`config.mk`:
```
export PLATFORM = sky130hd
export DESIGN_NAME = frame_demap
export DESIGN_NICKNAME = d
export VERILOG_FILES = /design/src/rtl/frame_demap_pkg.sv /design/src/rtl/frame_demap_pos_cnt.sv /design/src/rtl/frame_demap.sv
export SDC_FILE = /design/constraint.sdc
export NUM_CORES = 1
export LEC_CHECK = 0
export BUFFER_PORTS_ARGS = -buffer_cell sky130_fd_sc_hd__buf_2
export CORE_ASPECT_RATIO = 0.5
export CORE_UTILIZATION = 45
export DETAILED_ROUTE_END_ITERATION = 6
export PLACE_DENSITY = 0.69
export SYNTH_ARGS = -nofsm -noshare
export SYNTH_HDL_FRONTEND = slang
export SYNTH_SLANG_ARGS = --single-unit
```
`constraint.sdc`:
```
create_clock -name i_clk -period 3.6 [get_ports i_clk]
set_input_delay 0.36 -clock i_clk [delete_from_list [all_inputs] [get_ports i_clk]]
set_output_delay 0.36 -clock i_clk [all_outputs]
set_load 0.01 [all_outputs]
```
`src/rtl/frame_demap_pkg.sv`:
```
// Shared frame geometry and state encoding for the line-side mapper and demapper.
package frame_demap_pkg;
    localparam int DEF_DATA_W     = 8;
    localparam int DEF_LOF_THRESH = 2;
    localparam int NUM_ROWS       = 4;
    localparam int ROW_LEN        = 1041;
    localparam int OH_COLS        = 16;
    localparam int PAD_COL        = ROW_LEN - 1;
    localparam int ROW_W          = 2;
    localparam int COL_W          = 11;

    typedef logic [ROW_W-1:0] row_t;
    typedef logic [COL_W-1:0] col_t;

    typedef enum logic {
        HUNT = 1'b0,
        SYNC = 1'b1
    } state_e;

    localparam row_t LAST_ROW   = row_t'(NUM_ROWS - 1);
    localparam col_t PAD_COL_C  = col_t'(PAD_COL);
    localparam col_t PYLD_FIRST = col_t'(OH_COLS);
endpackage

```
`src/rtl/frame_demap_pos_cnt.sv`:
```
// Row/col position tracker: registers the position of the last accepted beat and
// decodes the position of the beat currently on the line.
module frame_pos_cnt
    import frame_demap_pkg::*;
(
    input  logic             clk_i,
    input  logic             rst_i,
    input  logic             adv_i,
    input  logic             zero_i,
    output logic [ROW_W-1:0] row_o,
    output logic [COL_W-1:0] col_o,
    output logic             is_sof_pos_o,
    output logic             is_oh_o,
    output logic             is_pyld_o,
    output logic             is_pad_o,
    output logic             is_frame_end_o
);
    row_t row_q, row_d, inc_row, beat_row;
    col_t col_q, col_d, inc_col, beat_col;

    // NOTE: every always_comb output gets a default first, so no path can infer a latch.
    always_comb begin
        inc_row = row_q;
        inc_col = col_q + 1'b1;
        if (col_q == PAD_COL_C) begin
            inc_col = '0;
            inc_row = (row_q == LAST_ROW) ? '0 : row_q + 1'b1;
        end
        // A loaded beat (SOF or hunting) is by definition row 0, col 0.
        beat_row = zero_i ? '0 : inc_row;
        beat_col = zero_i ? '0 : inc_col;
        row_d    = adv_i ? beat_row : row_q;
        col_d    = adv_i ? beat_col : col_q;
    end

    assign is_sof_pos_o   = (inc_row == '0) && (inc_col == '0);
    assign is_oh_o        = beat_col < PYLD_FIRST;
    assign is_pyld_o      = (beat_col >= PYLD_FIRST) && (beat_col < PAD_COL_C);
    assign is_pad_o       = beat_col == PAD_COL_C;
    assign is_frame_end_o = is_pad_o && (beat_row == LAST_ROW);

    // NOTE: state registers use non-blocking assignments so every flop samples pre-edge values.
    always_ff @(posedge clk_i or posedge rst_i) begin
        if (rst_i) begin
            row_q <= '0;
            col_q <= '0;
        end else begin
            row_q <= row_d;
            col_q <= col_d;
        end
    end

    assign row_o = row_q;
    assign col_o = col_q;
endmodule

```
`src/rtl/frame_demap.sv`:
```
// Receive frame demapper: locks to SOF, strips overhead/pad, forwards payload, flags drops.
// Define FRAME_DEMAP_OH_EXTRACT_EN to expose overhead bytes on o_oh_data/o_oh_valid.
module frame_demap
    import frame_demap_pkg::*;
#(
    parameter int DATA_W     = DEF_DATA_W,
    parameter int LOF_THRESH = DEF_LOF_THRESH
) (
    input  logic              i_clk,
    input  logic              i_rst,
    input  logic [DATA_W-1:0] i_line_data,
    input  logic              i_line_valid,
    input  logic              i_line_sof,
    input  logic              i_pyld_fifo_ready,
    output logic [DATA_W-1:0] o_pyld_data,
    output logic              o_pyld_valid,
    output logic [ROW_W-1:0]  o_row_cnt,
    output logic [COL_W-1:0]  o_col_cnt,
    output logic              o_in_frame,
    output logic              o_frame_err,
    output logic              o_retrans_req
`ifdef FRAME_DEMAP_OH_EXTRACT_EN
    ,
    output logic [DATA_W-1:0] o_oh_data,
    output logic              o_oh_valid
`endif
);
    localparam int MISS_W = $clog2(LOF_THRESH + 1);
    localparam logic [MISS_W-1:0] MISS_LIMIT = MISS_W'(LOF_THRESH);

    state_e            state_q, state_d;
    logic [MISS_W-1:0] miss_q, miss_d;
    logic              drop_q, drop_d;
    logic              pyld_valid_q, pyld_valid_d;
    logic [DATA_W-1:0] pyld_data_q;
    logic              frame_err_q, frame_err_d;
    logic              retrans_q, retrans_d;
    logic              is_sof_pos, is_oh, is_pyld, is_pad, is_frame_end;
`ifdef FRAME_DEMAP_OH_EXTRACT_EN
    logic              oh_valid_q, oh_valid_d;
    logic [DATA_W-1:0] oh_data_q;
`endif

    frame_pos_cnt u_pos (
        .clk_i          (i_clk),
        .rst_i          (i_rst),
        .adv_i          (i_line_valid && ((state_q == SYNC) || i_line_sof)),
        .zero_i         (i_line_sof || (state_q == HUNT)),
        .row_o          (o_row_cnt),
        .col_o          (o_col_cnt),
        .is_sof_pos_o   (is_sof_pos),
        .is_oh_o        (is_oh),
        .is_pyld_o      (is_pyld),
        .is_pad_o       (is_pad),
        .is_frame_end_o (is_frame_end)
    );

    always_comb begin
        state_d      = state_q;
        miss_d       = miss_q;
        drop_d       = drop_q;
        pyld_valid_d = 1'b0;
        frame_err_d  = 1'b0;
        retrans_d    = 1'b0;
`ifdef FRAME_DEMAP_OH_EXTRACT_EN
        oh_valid_d   = 1'b0;
`endif
        case (state_q)
            HUNT: begin
                if (i_line_valid && i_line_sof) begin
                    state_d = SYNC;
                    miss_d  = '0;
                    drop_d  = 1'b0;
                end
            end
            SYNC: begin
                if (i_line_valid) begin
                    case (1'b1)
                        is_oh: begin
`ifdef FRAME_DEMAP_OH_EXTRACT_EN
                            oh_valid_d = 1'b1;
`endif
                        end
                        is_pyld: begin
                            if (i_pyld_fifo_ready) pyld_valid_d = 1'b1;
                            else                   drop_d       = 1'b1;
                        end
                        is_pad: begin
                            if (is_frame_end) begin
                                retrans_d = drop_q;
                                drop_d    = 1'b0;
                            end
                        end
                        default: ;
                    endcase
                    // Realigned and expected-SOF beats all land on col 0, so they never clash with the above.
                    if (i_line_sof && !is_sof_pos) begin
                        frame_err_d = 1'b1;
                        miss_d      = '0;
                        drop_d      = 1'b1;
                    end else if (is_sof_pos) begin
                        if (i_line_sof) begin
                            miss_d = '0;
                        end else if (miss_q + 1'b1 == MISS_LIMIT) begin
                            state_d = HUNT;
                            miss_d  = '0;
                            drop_d  = 1'b0;
                        end else begin
                            miss_d = miss_q + 1'b1;
                        end
                    end
                end
            end
        endcase
    end

    always_ff @(posedge i_clk or posedge i_rst) begin
        if (i_rst) begin
            state_q      <= HUNT;
            miss_q       <= '0;
            drop_q       <= 1'b0;
            pyld_valid_q <= 1'b0;
            pyld_data_q  <= '0;
            frame_err_q  <= 1'b0;
            retrans_q    <= 1'b0;
        end else begin
            state_q      <= state_d;
            miss_q       <= miss_d;
            drop_q       <= drop_d;
            pyld_valid_q <= pyld_valid_d;
            frame_err_q  <= frame_err_d;
            retrans_q    <= retrans_d;
            if (pyld_valid_d) pyld_data_q <= i_line_data;
        end
    end

`ifdef FRAME_DEMAP_OH_EXTRACT_EN
    always_ff @(posedge i_clk or posedge i_rst) begin
        if (i_rst) begin
            oh_valid_q <= 1'b0;
            oh_data_q  <= '0;
        end else begin
            oh_valid_q <= oh_valid_d;
            if (oh_valid_d) oh_data_q <= i_line_data;
        end
    end

    assign o_oh_valid = oh_valid_q;
    assign o_oh_data  = oh_data_q;
`endif

    assign o_pyld_valid  = pyld_valid_q;
    assign o_pyld_data   = pyld_data_q;
    assign o_in_frame    = (state_q == SYNC);
    assign o_frame_err   = frame_err_q;
    assign o_retrans_req = retrans_q;
endmodule

```
=== Yosys cells after proc, flatten, opt, wreduce, memory -nomap -nowiden ===
Cells that the tools add are included.

* $add $sub $neg: 3
* $lt $le $gt $ge: 3
* Equal/unequal tests: 8
* Multiplexer cells: 45
* Bitwise logic cells: 1
* Reductions and logical operators: 13

{| class="wikitable"
|+ Operators with widths
! operator !! count
|-
| two-way mux 1 bit || 31
|-
| == test 11 bit, second input constant || 2
|-
| two-way mux 11 bit || 2
|-
| two-way mux 2 bit || 9
|-
| adder 11 x 1 -> 11 bit, second input constant || 1
|-
| >= comparator 11 x 5 -> 1 bit, second input constant || 1
|-
| logical NOT 11 bit || 1
|-
| less-than comparator 11 bit, second input constant || 1
|-
| less-than comparator 11 x 5 -> 1 bit, second input constant || 1
|-
| == test 2 bit, second input constant || 3
|-
| logical AND 1 bit || 6
|-
| adder 2 x 1 -> 2 bit, second input constant || 2
|-
| one-hot mux 1 bit (2 select lines) || 2
|-
| one-hot mux 2 bit (2 select lines) || 1
|-
| != test 3 x 1 -> 1 bit, second input constant || 1
|-
| AND reduction 3 bit || 1
|-
| logical NOT 2 bit || 1
|-
| logical OR 1 bit || 2
|-
| != test 2 x 1 -> 1 bit, second input constant || 1
|-
| != test 2 bit, second input constant || 1
|-
| AND reduction 2 bit || 1
|-
| logical NOT 1 bit || 1
|-
| inverter 1 bit || 1
|}

* Flip-flop bits (word level): 28
* Input bits: 13
* Output and inout bits: 25
* Word-level logic and storage cells: 82

=== Logic depth before layout (Yosys ltp) ===
* Word-level depth: 16
* Mapped depth: 10

=== Hierarchy ===
A second synthesis with hierarchy kept.

* Cells, all modules: 171
* Area, all modules: 1652.8 um^2

{| class="wikitable"
|+ Modules (own cells, without submodules)
! module !! instances !! cells each !! area an instance (um^2)
|-
| frame_pos_cnt || 1 || 119 || 989.7
|-
| frame_demap || 1 || 52 || 663.1
|}

=== Least setup slack after synthesis ===
No wires, ideal clock.

* Path type: reg2reg
* Start point: register u_pos.col_q[0] (netlist: u_pos.col_o[0])
* End point: register pyld_data_q[0] (netlist: o_pyld_data[0])
* Data arrival time: 2.516 ns
* Data required time: 3.475 ns
* Path slack: 0.959 ns
* Stages on the path, launching flop included: 10
* Path buffers: 2
* Clock period less this slack: 2.641 ns
* Path through: dfrtp_1 > ha_1 > buf_2 > nand4_4 > or4_4 > and2_4 > a211oi_2 > and4b_1 > buf_6 > mux2_4

* Word-level cells in the longest chain between the ends: 9
* Elaborated cells between the ends (all ways): 12
* Classes of those cells: add/sub: 1; order compare: 3; eq/ne: 1; mux: 6; reduce/logical: 1

{| class="wikitable"
|+ RTL lines
! item !! line !! text
|-
| start, declared || frame_demap_pos_cnt.sv:19 || <nowiki>col_t col_q, col_d, inc_col, beat_col;</nowiki>
|-
| start signal, assigned || frame_demap_pos_cnt.sv:49 || <nowiki>col_q <= col_d;</nowiki>
|-
| adder 11 x 1 -> 11 bit or == test 11 bit (tied branches) || frame_demap_pos_cnt.sv:24, frame_demap_pos_cnt.sv:25 ||
|-
| two-way mux 11 bit (*) || frame_demap_pos_cnt.sv:25 || <nowiki>if (col_q == PAD_COL_C) begin</nowiki>
|-
| two-way mux 11 bit (*) || frame_demap_pos_cnt.sv:31 || <nowiki>beat_col = zero_i ? '0 : inc_col;</nowiki>
|-
| >= comparator 11 x 5 -> 1 bit or less-than comparator 11 bit (tied branches) || frame_demap_pos_cnt.sv:38 || <nowiki>assign is_pyld_o = (beat_col >= PYLD_FIRST) && (beat_col < PAD_COL_C);</nowiki>
|-
| logical AND 1 bit || frame_demap_pos_cnt.sv:38 ||
|-
| two-way mux 1 bit || frame_demap.sv:78 || <nowiki>case (1'b1)</nowiki>
|-
| two-way mux 1 bit (*) || frame_demap.sv:78 ||
|-
| two-way mux 1 bit (*) || frame_demap.sv:77 || <nowiki>if (i_line_valid) begin</nowiki>
|-
| two-way mux 1 bit (*) || frame_demap.sv:68 || <nowiki>case (state_q)</nowiki>
|-
| named net pyld_valid_d || frame_demap.sv:34 || <nowiki>logic pyld_valid_q, pyld_valid_d;</nowiki>
|-
| end signal, assigned || frame_demap.sv:133 || <nowiki>if (pyld_valid_d) pyld_data_q <= i_line_data;</nowiki>
|-
| end, declared || frame_demap.sv:35 || <nowiki>logic [DATA_W-1:0] pyld_data_q;</nowiki>
|}

Mark *: on every way through the listed nets, which the timed path passes. The rest lies on a longest branch.
A chain may end at the register's enable or synchronous reset.

=== Worst setup path after layout ===
* Start point: register u_pos.col_q[0] (netlist: u_pos.col_o[0])
* End point: register pyld_data_q[4] (netlist: o_pyld_data[4])

* Word-level cells in the longest chain between the ends: 9
* Elaborated cells between the ends (all ways): 12
* Classes of those cells: add/sub: 1; order compare: 3; eq/ne: 1; mux: 6; reduce/logical: 1

{| class="wikitable"
|+ RTL lines
! item !! line
|-
| adder 11 x 1 -> 11 bit or == test 11 bit (tied branches) || frame_demap_pos_cnt.sv:24, frame_demap_pos_cnt.sv:25
|-
| two-way mux 11 bit (*) || frame_demap_pos_cnt.sv:25
|-
| two-way mux 11 bit (*) || frame_demap_pos_cnt.sv:31
|-
| >= comparator 11 x 5 -> 1 bit or less-than comparator 11 bit (tied branches) || frame_demap_pos_cnt.sv:38
|-
| logical AND 1 bit || frame_demap_pos_cnt.sv:38
|-
| two-way mux 1 bit || frame_demap.sv:78
|-
| two-way mux 1 bit (*) || frame_demap.sv:78
|-
| two-way mux 1 bit (*) || frame_demap.sv:77
|-
| two-way mux 1 bit (*) || frame_demap.sv:68
|}

Mark *: on every way between the ends. The rest lies on a longest branch, timed or not.

==> qor.csv <==
metric;value;unit
Ys Warns;0;
simple-gate share of the synthesized area;23.4;%
sequential power share;49.2;%
CTS sink cnt;28;
Final nets;218;
critical path fanouts, max;9;
min Tclk post-route;3.10;ns
worst vdd rail ir drop;144;uV
dpl cell area;1860;um^2
CP bufs+invs;0;
CTS Buf Count;3;
register area share after synthesis;42.6;%
worst min-delay path category;in -> async;
crit path kind;reg -> reg;
first-pass GRT wire length;5860;um
largest net degree at the start of global routing;29;
layout cell share with drive strength beyond 1;28.9;%
internal power;0.530;mW
CTS max path bufs;2;
syn_nets;184;
Leak;0.940;nW
Die Height;44.7;um
relative slew slack;29.5;%
htree depth;1;
io pins;38;
Net Sw Frac;28.0;%
combinational family with the most area after synthesis;simple AND/OR/NAND/NOR gates;
synthesized area;1640;um^2
# hold bufs at CTS;0;
gpl congestion;0.853;
commonest cells after routing, fill and taps aside;buf_2 (37), dfrtp_1 (28), o21ai_0 (17);
clk slew on worst S/H paths;0.11;ns
clock power share;34.6;%
asr flop ratio synth;100;%
Mapped Avg Cell Area;9.79;um^2
vias per inst;5.54;
CTS tree;yes;
Cells after Synth;168;
FILL cells;316;
via count;1395;
Arr. time, crit path;3.27;ns
Required @ worst endpoint;3.77;ns
status;finished clean;
Psw;0.206;mW
Hold Vio Cnt, Final;0;
final total power;0.737;mW
highest-delay cell along the critical path;and4b_1;
Worst Setup Start Kind;flip-flop;
Area Growth Syn to Fin;17.2;%
row count;15;
Finish-stage setup viols;0;
gr ovfl total;0;
element type at the critical path end;flip-flop;
drt drc;0;
Largest stage delay, worst path;0.58;ns
Worst-Margin Slew;1.06;ns
vias in the first global route;1179;
dpl hpwl;2560;um
drt first-iter violations;80;
CP cell instances;ha_1 -> nand4_4 -> or4_4 -> a21o_2 -> o211ai_1 -> and4b_1 -> mux2_4;
initial antenna violation count;0;
clk_skew;0.0133;ns
setup TNS;0;ns
Logic pwr share;16.2;%
Post-synth top flop;dfrtp_1;
Seq cells post-synth;28;
post-synthesis adder-cell area fraction;2.28;%
post-CTS setup buffers;0;
Global Route Usage Sum;20.1;%
commonest non-fill, non-tap cell in the layout;buf_2;
Worst R2R Setup Slack;0.50;ns
final instance area;1930;um^2
compound-gate portion of the synthesized area;17.9;%
Clock Latency Late Sink;0.29;ns
Root Driver;clkbuf_8;
Die Span X;87.5;um
Yosys cell types;46;
part of the cycle the worst path needs;86.1;%
number of enable flip-flop cells after synthesis;0;
CP delay by family, top;simple AND/OR/NAND/NOR gates;
RSZ-0062 raised after global routing;false;
Port Buffers;37;
FMAX;322;MHz
CTS resizes;0;
Core Util, Final;55.5;%
per-cell routed wire length;14.2;um
drt pass-1 iters;5;
Die Area;3910;um^2
Max Cap Violations;0;
core area;3470;um^2
n_diodes;0;
post-route ant nets;0;
max-slew violation count;0;
Initial Utilization;47.4;%
mux cell area share after synthesis;7.91;%
XOR/XNOR share of the synthesized area;1.60;%
final WL;3570;um
PwrDens;382;nW/um^2
[final cells by class]
cell class / instances / area [um^2] / share of cell area, %
Clock inverter: 1 / 30.0 / 1.56
Tap cell: 51 / 63.8 / 3.31
Sequential cell: 28 / 701 / 36.4
Timing Repair Buffer: 38 / 193 / 10.0
Clock buffer: 3 / 41.3 / 2.14
Multi-Input combinational cell: 124 / 872 / 45.3
Inverter: 7 / 26.3 / 1.36
[routing by layer]
layer / wire length [um] / vias up / GRT usage [%] / part of all wire (%)
li1: - / 690 / - / -
met1: 1840 / 652 / 29.5 / 51
met2: 1510 / 49 / 30.8 / 42
met3: 190 / 4 / 4.39 / 5.3
met4: 28 / 0 / 3.93 / 0.78
met5: 0 / - / 0 / 0
[power groups by stage]
stage | logic (mW) | clock network (mW) | registers (mW)
finish | 0.120 | 0.255 | 0.362
CTS | 0.121 | 0.262 | 0.361
global route | 0.135 | 0.273 | 0.367
global placement | 0.119 | 0 | 0.365
floorplan | 0.0781 | 0 | 0.365
detailed placement | 0.120 | 0 | 0.367
[Yosys cell counts (2+ instances only)]
library cell / count / share of area [%]
nand4_1: 4 / 1.5
ha_1: 3 / 2.3
o211ai_1: 2 / 0.91
nor2_1: 14 / 3.2
nand2b_1: 3 / 1.1
o2111ai_1: 2 / 1.1
a41oi_1: 2 / 1.1
nand2_1: 14 / 3.2
xnor2_1: 2 / 1.1
nand4b_1: 2 / 1.1
a32o_1: 2 / 1.2
o21ai_0: 17 / 5.2
dfrtp_1: 28 / 43
nand3_1: 11 / 3.3
mux2_4: 8 / 7.3
and2_1: 3 / 1.1
clkbuf_1: 5 / 1.1
a21oi_1: 3 / 0.91
a22o_1: 3 / 1.6
o31ai_1: 2 / 0.91
inv_1: 7 / 1.6
and4_1: 3 / 1.6
or3_1: 2 / 0.76
o41ai_1: 2 / 1.1
buf_2: 3 / 0.91
[final timing paths]
kind	depth (start not counted)	from	end
worst max register to register	7	u_pos.col_o[0]	o_pyld_data[4]
min in group i_clk	2	i_line_data[2]	o_pyld_data[2]
worst min register to register	1	o_pyld_data[1]	o_pyld_data[1]
worst min-delay path	2	i_rst	u_pos.col_o[4]
worst max-delay path	7	u_pos.col_o[0]	o_pyld_data[4]
max in group asynchronous	2	i_rst	drop_q
[worst reg2reg max path, cell delays in order (launching register included)]
cell and delay, ns:
dfrtp_1 0.49, ha_1 0.44, nand4_4 0.19, or4_4 0.57, a21o_2 0.26, o211ai_1 0.11, and4b_1 0.58, mux2_4 0.35
[flip-flops by register name, indices dropped and copies added, names as in the netlist]
| name | flops |
|---|---|
| u_pos.col_o | 11 |
| o_in_frame | 1 |
| u_pos.row_o | 2 |
| miss_q | 2 |
| o_retrans_req | 1 |
| o_pyld_data | 8 |
| drop_q | 1 |
| o_frame_err | 1 |
| o_pyld_valid | 1 |
[per-stage QoR]
step / worst slack, ns / hold slack, ns / instances
final: 0.499 / 0.306 / 252
after floorplan: 0.959 / 0.425 / 168
after global routing: 0.365 / 0.289 / 252
after global placement: 0.679 / 0.480 / 248
after detailed placement: 0.560 / 0.490 / 248
after CTS: 0.522 / 0.300 / 252
[cells by family (layout without fill, tap and decap cells)]
family / count (synthesis) / after routing
AND/OR/NAND/NOR: 67 / 67
AO/OA/AOI/OAI: 42 / 42
flip-flops: 28 / 28
buffers and inverters: 16 / 49
multiplexers: 9 / 9
adder cells (fa/ha/maj): 3 / 3
XOR/XNOR: 3 / 3
Power figures use the tool's default switching activity.
